[config.mk]
export PLATFORM = sky130hd
export DESIGN_NAME = wshb_stream_writer
export DESIGN_NICKNAME = d
export VERILOG_FILES = /design/src/rtl/wshb_stream_pkg.sv /design/src/rtl/sync_fifo.sv /design/src/rtl/wshb_stream_writer.sv
export SDC_FILE = /design/constraint.sdc
export NUM_CORES = 1
export LEC_CHECK = 0
export CAP_MARGIN = 15
export CORE_ASPECT_RATIO = 0.9
export CORE_UTILIZATION = 63
export CTS_CLUSTER_SIZE = 20
export DETAILED_ROUTE_END_ITERATION = 16
export MAX_ROUTING_LAYER = met4
export PLACE_DENSITY = 0.82
export REMOVE_ABC_BUFFERS = 1
export SLEW_MARGIN = 20
export SYNTH_ARGS = -nofsm -noshare
export SYNTH_HDL_FRONTEND = slang
export SYNTH_SLANG_ARGS = --single-unit
[constraint.sdc]
create_clock -name sys_clk -period 4.91 [get_ports sys_clk]
set_clock_uncertainty 0.2 [all_clocks]
set_input_delay 0.7365 -clock sys_clk [delete_from_list [all_inputs] [get_ports sys_clk]]
set_output_delay 0.7365 -clock sys_clk [all_outputs]
set_load 0.05 [all_outputs]
[src/rtl/wshb_stream_pkg.sv]
// Shared types and Wishbone constants for the stream-to-SDRAM writer.
package wshb_stream_pkg;

   typedef enum logic [0:0] {
      IDLE  = 1'b0,
      WRITE = 1'b1
   } state_t;

   localparam logic [2:0] CTI_CLASSIC = 3'b000;
   localparam logic [1:0] BTE_LINEAR  = 2'b00;
   localparam logic [3:0] SEL_ALL     = 4'hF;

endpackage

[src/rtl/sync_fifo.sv]
// First-word-fall-through FIFO; a pop in the same cycle frees a slot for a push when full.
module sync_fifo #(
   parameter int DATA_W = 32,
   parameter int DEPTH  = 16
) (
   input  logic                   sys_clk,
   input  logic                   sys_rst,
   input  logic                   push,
   input  logic                   pop,
   input  logic [DATA_W-1:0]      din,
   output logic [DATA_W-1:0]      dout,
   output logic                   full,
   output logic                   empty,
   output logic [$clog2(DEPTH):0] level
);

   localparam int AW = $clog2(DEPTH);

   logic [DATA_W-1:0] r_mem [DEPTH];
   logic [AW-1:0]     r_wr_ptr;
   logic [AW-1:0]     r_rd_ptr;
   logic [AW:0]       r_level;
   logic              w_push;
   logic              w_pop;

   assign empty  = (r_level == '0);
   assign full   = (r_level == (AW+1)'(DEPTH));
   assign level  = r_level;
   assign dout   = r_mem[r_rd_ptr];
   assign w_pop  = pop & ~empty;
   assign w_push = push & (~full | w_pop);

   always_ff @(posedge sys_clk) begin
      if (w_push) r_mem[r_wr_ptr] <= din;
   end

   // DEPTH is a power of two, so the pointers wrap naturally.
   always_ff @(posedge sys_clk or posedge sys_rst) begin
      if (sys_rst) begin
         r_wr_ptr <= '0;
         r_rd_ptr <= '0;
         r_level  <= '0;
      end else begin
         if (w_push) r_wr_ptr <= r_wr_ptr + 1'b1;
         if (w_pop)  r_rd_ptr <= r_rd_ptr + 1'b1;
         if (w_push & ~w_pop)      r_level <= r_level + 1'b1;
         else if (~w_push & w_pop) r_level <= r_level - 1'b1;
      end
   end

endmodule

[src/rtl/wshb_stream_writer.sv]
// Buffers stream-master pixel words and writes them one at a time, classic Wishbone,
// to consecutive framebuffer addresses in SDRAM, wrapping at the end of each frame.
//
//   state | meaning
//   IDLE  | no SDRAM cycle; start one as soon as the FIFO holds a word
//   WRITE | m_cyc/m_stb up with FIFO head at the latched address, wait for m_ack
module wshb_stream_writer
   import wshb_stream_pkg::*;
#(
   parameter int          FIFO_DEPTH  = 16,
   parameter logic [31:0] BASE_ADR    = 32'h0000_0000,
   parameter int          FRAME_WORDS = 800*480
) (
   input  logic                          sys_clk,
   input  logic                          sys_rst,
   input  logic                          s_cyc,
   input  logic                          s_stb,
   input  logic                          s_we,
   input  logic [31:0]                   s_dat_ms,
   output logic                          s_ack,
   output logic [31:0]                   s_dat_sm,
   output logic                          m_cyc,
   output logic                          m_stb,
   output logic                          m_we,
   output logic [31:0]                   m_adr,
   output logic [31:0]                   m_dat_ms,
   output logic [3:0]                    m_sel,
   output logic [2:0]                    m_cti,
   output logic [1:0]                    m_bte,
   input  logic                          m_ack,
   input  logic                          restart,
   output logic                          frame_done,
   output logic [$clog2(FIFO_DEPTH):0]   fifo_level
);

   localparam logic [31:0] LAST_IDX = 32'(FRAME_WORDS - 1);

   state_t      r_state;
   logic [31:0] r_idx;
   logic [31:0] r_adr;
   logic        r_frame_done;
   logic        w_full;
   logic        w_empty;
   logic        w_push;
   logic        w_pop;
   logic [31:0] w_head;

   assign w_pop    = (r_state == WRITE) & m_ack;
   assign s_ack    = s_cyc & s_stb & (~s_we | ~w_full | w_pop);
   assign w_push   = s_ack & s_we;
   assign s_dat_sm = '0;

   sync_fifo #(
      .DATA_W (32),
      .DEPTH  (FIFO_DEPTH)
   ) u_fifo (
      .sys_clk (sys_clk),
      .sys_rst (sys_rst),
      .push    (w_push),
      .pop     (w_pop),
      .din     (s_dat_ms),
      .dout    (w_head),
      .full    (w_full),
      .empty   (w_empty),
      .level   (fifo_level)
   );

   always_ff @(posedge sys_clk or posedge sys_rst) begin
      if (sys_rst) begin
         r_state      <= IDLE;
         r_idx        <= '0;
         r_adr        <= BASE_ADR;
         r_frame_done <= 1'b0;
      end else begin
         r_frame_done <= w_pop & (r_idx == LAST_IDX);
         case (r_state)
            IDLE: begin
               // A restart landing on this edge already applies to the word being latched.
               if (~w_empty) begin
                  r_state <= WRITE;
                  r_adr   <= BASE_ADR + ((restart ? 32'd0 : r_idx) << 2);
               end
            end
            WRITE: begin
               if (m_ack) r_state <= IDLE;
            end
            default: r_state <= IDLE;
         endcase
         if (restart)    r_idx <= '0;
         else if (w_pop) r_idx <= (r_idx == LAST_IDX) ? 32'd0 : r_idx + 32'd1;
      end
   end

   assign m_cyc      = (r_state == WRITE);
   assign m_stb      = (r_state == WRITE);
   assign m_we       = 1'b1;
   assign m_adr      = r_adr;
   assign m_dat_ms   = w_head;
   assign m_sel      = SEL_ALL;
   assign m_cti      = CTI_CLASSIC;
   assign m_bte      = BTE_LINEAR;
   assign frame_done = r_frame_done;

endmodule
## After elaboration in Yosys (flattened, before gate mapping)

Memory sizes are Yosys's and may differ from the RTL's.
Cells that the tools add are included.

| storage, ports and cells | value |
|---|---|
| flip-flop bits (word level) | 77 |
| memory bits (writable) | 512 |
| memories | 1 |

| operators by class | value |
|---|---|
| add/sub/neg operators | 5 |
| equality and inequality tests | 2 |
| multiplexer cells | 11 |
| bitwise operators | 18 |
| reductions and logical operators | 4 |

Memories:

| name | words | width | rd ports | clocked after Yosys merged registers in | write ports | line | text |
|---|---|---|---|---|---|---|---|
| u_fifo.r_mem | 16 | 32 | 1 | 0 | 1 | sync_fifo.sv:19 | `logic [DATA_W-1:0] r_mem [DEPTH];` |

Operators with widths:

| cell | count |
|---|---|
| two-way mux 32 bit | 3 |
| adder 32 x 1 -> 32 bit, second input constant | 1 |
| equality test 32 x 19 -> 1 bit, second input constant | 1 |
| two-way mux 30 bit | 1 |
| two-way mux 5 bit | 2 |
| AND 1 bit | 9 |
| adder 4 x 1 -> 4 bit, second input constant | 2 |
| NOT 1 bit | 6 |
| adder 5 x 1 -> 5 bit, second input constant | 1 |
| equality test 5 bit, second input constant | 1 |
| zero test 5 bit | 1 |
| subtractor 5 x 1 -> 5 bit, second input constant | 1 |
| two-way mux 1 bit | 4 |
| nonzero test 2 bit | 2 |
| bitwise OR 1 bit | 3 |
| one-hot mux 1 bit (2 select lines) | 1 |
| AND reduction 2 bit | 1 |

## Depth between registers and ports, before layout

Gate-level depths: netlist of the first run.

| logic depth | value |
|---|---|
| depth after elaboration | 11 |
| depth in mapped cells | 12 |

## Hierarchy

From an unflattened synthesis of the first run, not the netlist that was laid out.

| unflattened totals | value |
|---|---|
| cell total of the unflattened synthesis | 1376 |
| area total of the unflattened synthesis | 23696.5 sq um |

Modules (own cells, without submodules):

| module | times used | cells each | area an instance (sq um) |
|---|---|---|---|
| sync_fifo | 1 | 1011 | 20343.3 |
| wshb_stream_writer | 1 | 365 | 3353.2 |

## Least setup slack after synthesis of the first run

OpenSTA, ideal clock, no wires.

| path | value |
|---|---|
| path kind | reg2reg |
| from | register u_fifo.r_level[0], in the netlist u_fifo.level[0] |
| to | register u_fifo.r_level[4], in the netlist u_fifo.level[4] |
| arrival | 2860 ps |
| required time | 4564 ps |
| slack | 1703 ps |
| cell stages (with the launch flop) | 13 |
| buffers on the path | 0 |
| period minus slack after synthesis | 3207 ps |
| cells stage by stage | dfrtp_1 nor4_1 nand2b_1 nor2b_1 inv_1 ha_1 inv_1 fa_1 a21o_1 a21oi_1 xnor2_1 nor2_1 xor2_1 |

| on the way | value |
|---|---|
| cells in the longest elaborated chain, start to end | 10 |

RTL lines:

| element | line | text |
|---|---|---|
| start, declared | sync_fifo.sv:22 | `logic [AW:0] r_level;` |
| start signal, assigned | sync_fifo.sv:46 | `if (w_push & ~w_pop) r_level <= r_level + 1'b1;` |
| start signal, assigned | sync_fifo.sv:47 | `else if (~w_push & w_pop) r_level <= r_level - 1'b1;` |
| equality test 5 bit | sync_fifo.sv:27 | `assign full = (r_level == (AW+1)'(DEPTH));` |
| NOT 1 bit | sync_fifo.sv:31, wshb_stream_writer.sv:49 |  |
| bitwise OR 1 bit (2 in series) | wshb_stream_writer.sv:49 | `assign s_ack = s_cyc & s_stb & (~s_we \| ~w_full \| w_pop);` |
| AND 1 bit | wshb_stream_writer.sv:49 |  |
| AND 1 bit | wshb_stream_writer.sv:50 | `assign w_push = s_ack & s_we;` |
| AND 1 bit | sync_fifo.sv:31 | `assign w_push = push & (~full \| w_pop);` |
| NOT 1 bit | sync_fifo.sv:47 |  |
| AND 1 bit | sync_fifo.sv:47 |  |
| nonzero test 2 bit (no line) | -- |  |

Several ways; a longest one is shown, not always the timed one. The select of a mux whose other input is x is not followed.
A chain may end at the register's enable or synchronous reset.

## Worst setup path in the final report of the first run

| path | value |
|---|---|
| from | register u_fifo.r_rd_ptr[0] |
| to | output port m_dat_ms[9] |

| on the way | value |
|---|---|
| cells in the longest elaborated chain, start to end | 1 |

RTL lines:

| element | line | text |
|---|---|---|
| start, declared | sync_fifo.sv:21 | `logic [AW-1:0] r_rd_ptr;` |
| start signal, assigned | sync_fifo.sv:45 | `if (w_pop) r_rd_ptr <= r_rd_ptr + 1'b1;` |
| memory (16 x 32 bit) | -- |  |
| end, declared | wshb_stream_writer.sv:26 | `output logic [31:0] m_dat_ms,` |

No other way between the ends.

==> results of run 1 <==
-- worst reg2reg max path: stages, from the launching register on --
cell and delay [ns]:
dfrtp_1 0.45, nor4_1 0.58, nand2b_1 0.18, nor2b_1 0.23, inv_1 0.15, ha_1 0.22, inv_1 0.12, fa_1 0.42
a21o_1 0.20, a21oi_1 0.17, xnor2_1 0.13, nor2_1 0.06, xor2_1 0.15
-- Yosys cell counts (7+ instances only) --
library cell and instances:
and2_1 18, and4_1 7, buf_2 22, buf_4 45, clkbuf_1 27, dfrtp_1 77
edfxtp_1 512, ha_1 10, inv_1 7, mux4_2 160, nand2_1 79, nand3_1 14
nand4_1 12, nor2_1 35, o21ai_0 33, xnor2_1 15, xor2_1 24
-- worst paths after layout --
kind                            depth (start not counted)               to                from
worst max-delay path                                    4      m_dat_ms[9]  u_fifo.r_rd_ptr[0]
worst min-delay path                                    2         m_adr[4]            m_adr[4]
worst max register to register                         12  u_fifo.level[4]     u_fifo.level[0]
worst min register to register                          2         m_adr[4]            m_adr[4]
max in group asynchronous                               3        r_idx[16]             sys_rst
min in group asynchronous                               2  u_fifo.level[0]             sys_rst
-- cells in the final DEF (no fill, tap or decap), types with 24 or more instances in the layout --
cell type,netlist,layout
nand2_1,79,79
conb_1,2,44
mux4_2,160,160
nor2_1,35,35
xor2_1,24,24
dfrtp_1,77,73
edfxtp_1,512,512
clkbuf_16,0,56
clkdlybuf4s50_1,0,109
o21ai_0,33,33
-- routing by layer --
| layer | routed length, µm | GRT usage [%] | vias to the layer above |
|---|---|---|---|
| met1 | 20600 | 41.7 | 6233 |
| met4 | 1600 | 9.73 | 0 |
| met5 | 0 | - | - |
| met2 | 27100 | 47.6 | 760 |
| met3 | 4990 | 5.78 | 111 |
| li1 | - | - | 4824 |
-- layout make-up --
| type | instances | area share (%) |
|---|---|---|
| flip-flops and latches | 589 | 64.7 |
| multi-input cells | 495 | 20.7 |
| repair buffers | 143 | 5.64 |
| clock buffers | 73 | 5.59 |
| well taps | 476 | 2.23 |
| clock inverters | 30 | 1.04 |
| inverters | 7 | 0.0982 |
| diodes | 2 | 0.0187 |
-- power by group --
part	internal, W	switching (W)	leakage, nW
Sequential	0.00562	0.000307	5.65
Clock	0.00236	0.00186	0.868
Combinational	0.00200	0.00250	2.35
Total	0.00998	0.00467	8.87
-- cells by family (layout without fill, tap and decap cells) --
family	after synthesis	in the layout
fa+ha+maj	11	11
xor+xnor	39	39
simple gates	188	188
compound gates	52	52
mux	161	161
buf+inv	107	253
other cells	2	46
flops	589	589
-- stage by stage --
step / hold WS (ns) / setup TNS [ns] / total power [W] / cells
6_report: 0.294 / 0 / 0.0146 / 1815
5_1_grt: 0.313 / 0 / 0.0151 / 1815
4_1_cts: 0.294 / 0 / 0.0147 / 1813
3_5_place_dp: 0.273 / 0 / 0.0105 / 1710
3_3_place_gp: 0.264 / 0 / 0.0104 / 1710
2_1_floorplan: 0.245 / -77.61 / 0.00946 / 1091
-- state kept, by name, indices dropped and copies added, names as in the netlist --
signal / cells
r_idx: 32
u_fifo.r_wr_ptr: 4
m_adr: 30
u_fifo.r_rd_ptr: 4
u_fifo.level: 5
m_cyc: 1
frame_done: 1
u_fifo.r_mem: 512
==> flow_metrics.py, run 1 <==
metrics = {
    "pwr": {
        "powerDensity_mw_per_mm2": 548,
        "leakagePower_nw": 8.87,
        "ir_drop_uv": 371,
    },
    "timing": {
        "worst_slack_ns": 0.482,
        "finalMaxSlewViolations": 0,
        "fmax_mhz": 226,
        "period_share_pct": 90.2,
        "slew_headroom_pct": 45.1,
        "hold_viol_final": 0,
        "rsz0062_at_grt": "no",
        "fin_crit_ns": 4.43,
        "finalSetupViolCount": 0,
        "tightest_slew_ns": 0.823,
    },
    "floorplanning": {
        "die_w_um": 205,
        "start_util_pct": 64.2,
        "rows": 66,
        "num_io_pins": 154,
        "coreArea_mm2": 0.0363,
        "die_h_um": 184,
        "die-area_mm2": 0.0377,
    },
    "drt": {
        "route.vias.total": 11900,
        "first_iter_violations": 1509,
        "totalWireLength_mm": 54.3,
        "ant_nets": 0,
        "viasPerCell": 6.57,
        "firstDrtPassIters": 7,
        "wl_per_cell_um": 29.9,
        "drc": 0,
    },
    "logic_synthesis": {
        "synthArstFlopShare_pct": 13.1,
        "synth.avg_cell_area_um2": 20.3,
        "ys_ff_latch": 589,
        "synth_area_leaders": "edfxtp_1 (66%), mux4_2 (15%), dfrtp_1 (8.3%), buf_4 (1.5%), nand2_1 (1.3%)",
        "synth_top_family_by_area": "multiplexers",
        "synthSimpleGateAreaFrac_pct": 4.03,
        "synthXorXnorAreaFrac_pct": 1.47,
        "synth_edf_count": 512,
        "syn_inst": 1149,
        "synth.distinct_cells": 45,
        "yosysSeqAreaShare_pct": 74.4,
        "synth-compound-area-share_pct": 1.32,
        "synth-adder-area-share_pct": 0.624,
        "yosysWarnings": 0,
        "synthFlopType": "edfxtp_1",
        "synth_area_mm2": 0.0233,
        "synth_top_area_share_pct": 66.1,
        "yosys.area.top_type": "edfxtp_1",
        "synth.area.mux_share_pct": 15.5,
    },
    "clock_tree": {
        "cts_tree": "done",
        "cts_sinks": 589,
        "clkTransAtPathRegs_ns": 0.06,
        "cts_made_buffers": 56,
        "htreeDepth": 2,
        "post-cts-setup-buffers": 0,
        "cts-root-buf": "clkbuf_16",
        "cts_resized": 0,
        "cts_buffer_depth": 3,
        "clkLatencyLatePin_ns": 0.61,
        "cts_hold_buf": 0,
    },
    "placed_design": {
        "portBuffers": 109,
        "dpl.hpwl_mm": 28.2,
        "place_congestion": 0.799,
        "detailedPlace.worstSlack_ns": 1.04,
        "placed_cell_area_mm2": 0.0250,
    },
    "critical_path": {
        "slowest_delay_ns": 0.74,
        "cp_top_family": "buffers and inverters",
        "r2r_setup_slack_ns": 1.55,
        "setup.worst_path.end_class": "output pin",
        "cpMostUsedCell": "mux4_2",
        "critPathRequiredTime_ns": 3.97,
        "cp.buffers_inverters": 2,
        "cp_cell_sequence": "buf_4, mux4_2, mux4_2, clkdlybuf4s50_1",
        "cp.arrival_ns": 3.49,
        "criticalPathCategory": "reg -> out",
        "slowest_stage": "clkdlybuf4s50_1",
        "critPathMaxFanout": 18,
        "cp-start-kind": "flip-flop",
    },
    "global_route": {
        "antenna_found_initial": 2,
        "grt_overflow": 0,
        "grt_pass1_wl_mm": 79.1,
        "grt_util_all_layers_pct": 30.6,
        "grt_pass1_vias": 12100,
        "grt_start_max_net_pins": 54,
    },
    "run": {
        "drv_cap": 0,
    },
    "cells_and_area": {
        "multiInputGateArea_mm2": 0.00553,
        "final_util_pct": 73.8,
        "area.sequential_mm2": 0.0173,
        "final_area_mm2": 0.0268,
        "nFillCells": 1923,
        "synthToLayoutAreaGrowth_pct": 15.0,
        "finalNetCount": 1342,
        "drive_gt1_share_pct": 22.5,
    },
    "hold_path": {
        "hp-class": "reg -> reg",
    },
    "status": {
        "status": "complete, no violations",
    },
}
No activity file was read; power rests on OpenSTA's default activity.
==> run 2: changes to the inputs <==
CORE_UTILIZATION = 65   (was 63)
CTS_BUF_LIST = sky130_fd_sc_hd__clkbuf_8   (was unset)
PLACE_DENSITY = 0.85   (was 0.82)
==> flow_metrics.py, run 2 (synthesis results as in run 1) <==
metrics = {
    "timing": {
        "finalSetupViolCount": 0,
        "period_share_pct": 92.5,
        "fin_crit_ns": 4.54,
        "hold_viol_final": 0,
        "tightest_slew_ns": 0.987,
        "finalMaxSlewViolations": 0,
        "final.setup.tns_ns": 0,
        "fmax_mhz": 220,
        "rsz0062_at_grt": "no",
        "worst_slack_ns": 0.368,
        "slew_headroom_pct": 33.6,
    },
    "cells_and_area": {
        "nFillCells": 1824,
        "layout_common_cells": "edfxtp_1 (512), mux4_2 (160), clkdlybuf4s50_1 (109), clkbuf_8 (86), nand2_1 (79)",
        "largest_register_ffs": 512,
        "final_common_cell": "edfxtp_1",
        "drive_gt1_share_pct": 23.5,
        "synthToLayoutAreaGrowth_pct": 14.0,
        "regMostFlops": "u_fifo.r_mem",
        "finalNetCount": 1373,
        "diodes": 0,
    },
    "floorplanning": {
        "die_w_um": 201,
        "num_io_pins": 154,
        "die_h_um": 181,
        "rows": 65,
        "start_util_pct": 66.2,
        "coreArea_mm2": 0.0351,
        "die-area_mm2": 0.0366,
    },
    "placed_design": {
        "place_congestion": 0.820,
        "portBuffers": 109,
        "detailedPlace.worstSlack_ns": 0.859,
        "dpl.hpwl_mm": 29.7,
    },
    "run": {
        "drv_cap": 0,
    },
    "drt": {
        "viasPerCell": 6.25,
        "ant_nets": 0,
        "firstDrtPassIters": 5,
        "first_iter_violations": 1080,
        "totalWireLength_mm": 49.6,
        "wl_per_cell_um": 26.7,
        "route.vias.total": 11600,
        "drc": 0,
    },
    "status": {
        "status": "complete, no violations",
    },
    "pwr": {
        "ir_drop_uv": 335,
        "power_w": 0.0139,
        "leakagePower_nw": 8.91,
        "powerDensity_mw_per_mm2": 524,
    },
    "clock_tree": {
        "cts_sinks": 589,
        "cts_tree": "done",
        "clkLatencyLatePin_ns": 0.65,
        "cts_hold_buf": 0,
        "cts-root-buf": "clkbuf_8",
        "cts_buffer_depth": 3,
        "cts_resized": 0,
        "post-cts-setup-buffers": 0,
        "clkTransAtPathRegs_ns": 0.07,
        "cts_made_buffers": 85,
        "htreeDepth": 3,
    },
    "critical_path": {
        "critPathRequiredTime_ns": 3.97,
        "cp.arrival_ns": 3.61,
        "criticalPathCategory": "reg -> out",
        "critPathMaxFanout": 34,
        "cp-start-kind": "flip-flop",
        "setup.worst_path.end_class": "output pin",
    },
    "global_route": {
        "grt_start_max_net_pins": 61,
        "grt_pass1_wl_mm": 73.8,
        "grt_overflow": 0,
        "grt_pass1_vias": 12000,
        "grt_util_all_layers_pct": 29.0,
        "antenna_found_initial": 0,
    },
    "hold_path": {
        "hp-class": "in -> async",
    },
}
## run 2: changes by cell type in the layout (fill, tap and decap cells not counted), moves of 11 or more
| cell | delta |
|---|---|
| clkbuf_8 | +83 |
| clkbuf_1 | -14 |
| clkbuf_16 | -56 |
| inv_1 | +29 |
| clkinv_1 | +11 |
## run 2: report_power, final
group          switching (W)  total, W  internal, W
sequential          0.000319   0.00593      0.00561
clock                0.00183   0.00355      0.00172
combinational        0.00242   0.00442      0.00200
## run 2: final cells by class
class                      instances  area (µm²)  share of cell area, %
sequential                       589       17300                   65.3
multi-input combinational        495        5530                   20.9
timing repair buffer             145        1510                   5.70
clock buffer                      86        1180                   4.46
tap                              469         587                   2.21
clock inverter                    67         369                   1.39
inverter                           7        26.3                 0.0991
## run 2: stage by stage
stage	util, %	instance area, µm²	hold slack, ns	instances
final	75.5	26500	0.237	1858
after global routing	75.5	26500	0.244	1858
after CTS	75.5	26500	0.233	1858
after detailed placement	71.1	25000	0.275	1705
after global placement	71.1	25000	0.268	1705
after floorplan	-	22800	0.245	1091
## run 2: per-layer routing
| layer | wire [µm] | GRT usage [%] | part of all wire, % | up-vias |
|---|---|---|---|---|
| met4 | 901 | 8.18 | 1.8 | 0 |
| met5 | 0 | - | 0 | - |
| li1 | - | - | - | 4884 |
| met2 | 25400 | 46.1 | 51 | 710 |
| met3 | 4420 | 5.94 | 8.9 | 75 |
| met1 | 18900 | 38.7 | 38 | 5949 |
## run 2: critical path, cell delays in order (launching register included)
cell             delay, ns
dfrtp_4               0.73
buf_12                0.34
mux4_2                0.61
mux4_2                0.51
clkdlybuf4s50_1       0.72
## run 2: path summary, 6_finish.rpt
| check | from | to | slack, ns | cells after the start |
|---|---|---|---|---|
| max | u_fifo.r_rd_ptr[0] | m_dat_ms[11] | 0.37 | 4 |
| min | sys_rst | m_adr[5] | 0.24 | 2 |
| max reg2reg | m_cyc | u_fifo.r_mem[2][31] | 1.54 | 5 |
| min reg2reg | m_adr[2] | m_adr[2] | 0.30 | 2 |
| max in group asynchronous | sys_rst | u_fifo.r_rd_ptr[1] | 3.15 | 3 |
| min in group sys_clk | m_adr[2] | m_adr[2] | 0.30 | 2 |
==> run 3: changes to the inputs <==
CAP_MARGIN = 25   (was 15)
HOLD_SLACK_MARGIN = 0.05   (was unset)
==> results of run 3 <==
No change in the layout: final DEF, timing and power equal those of run 2.
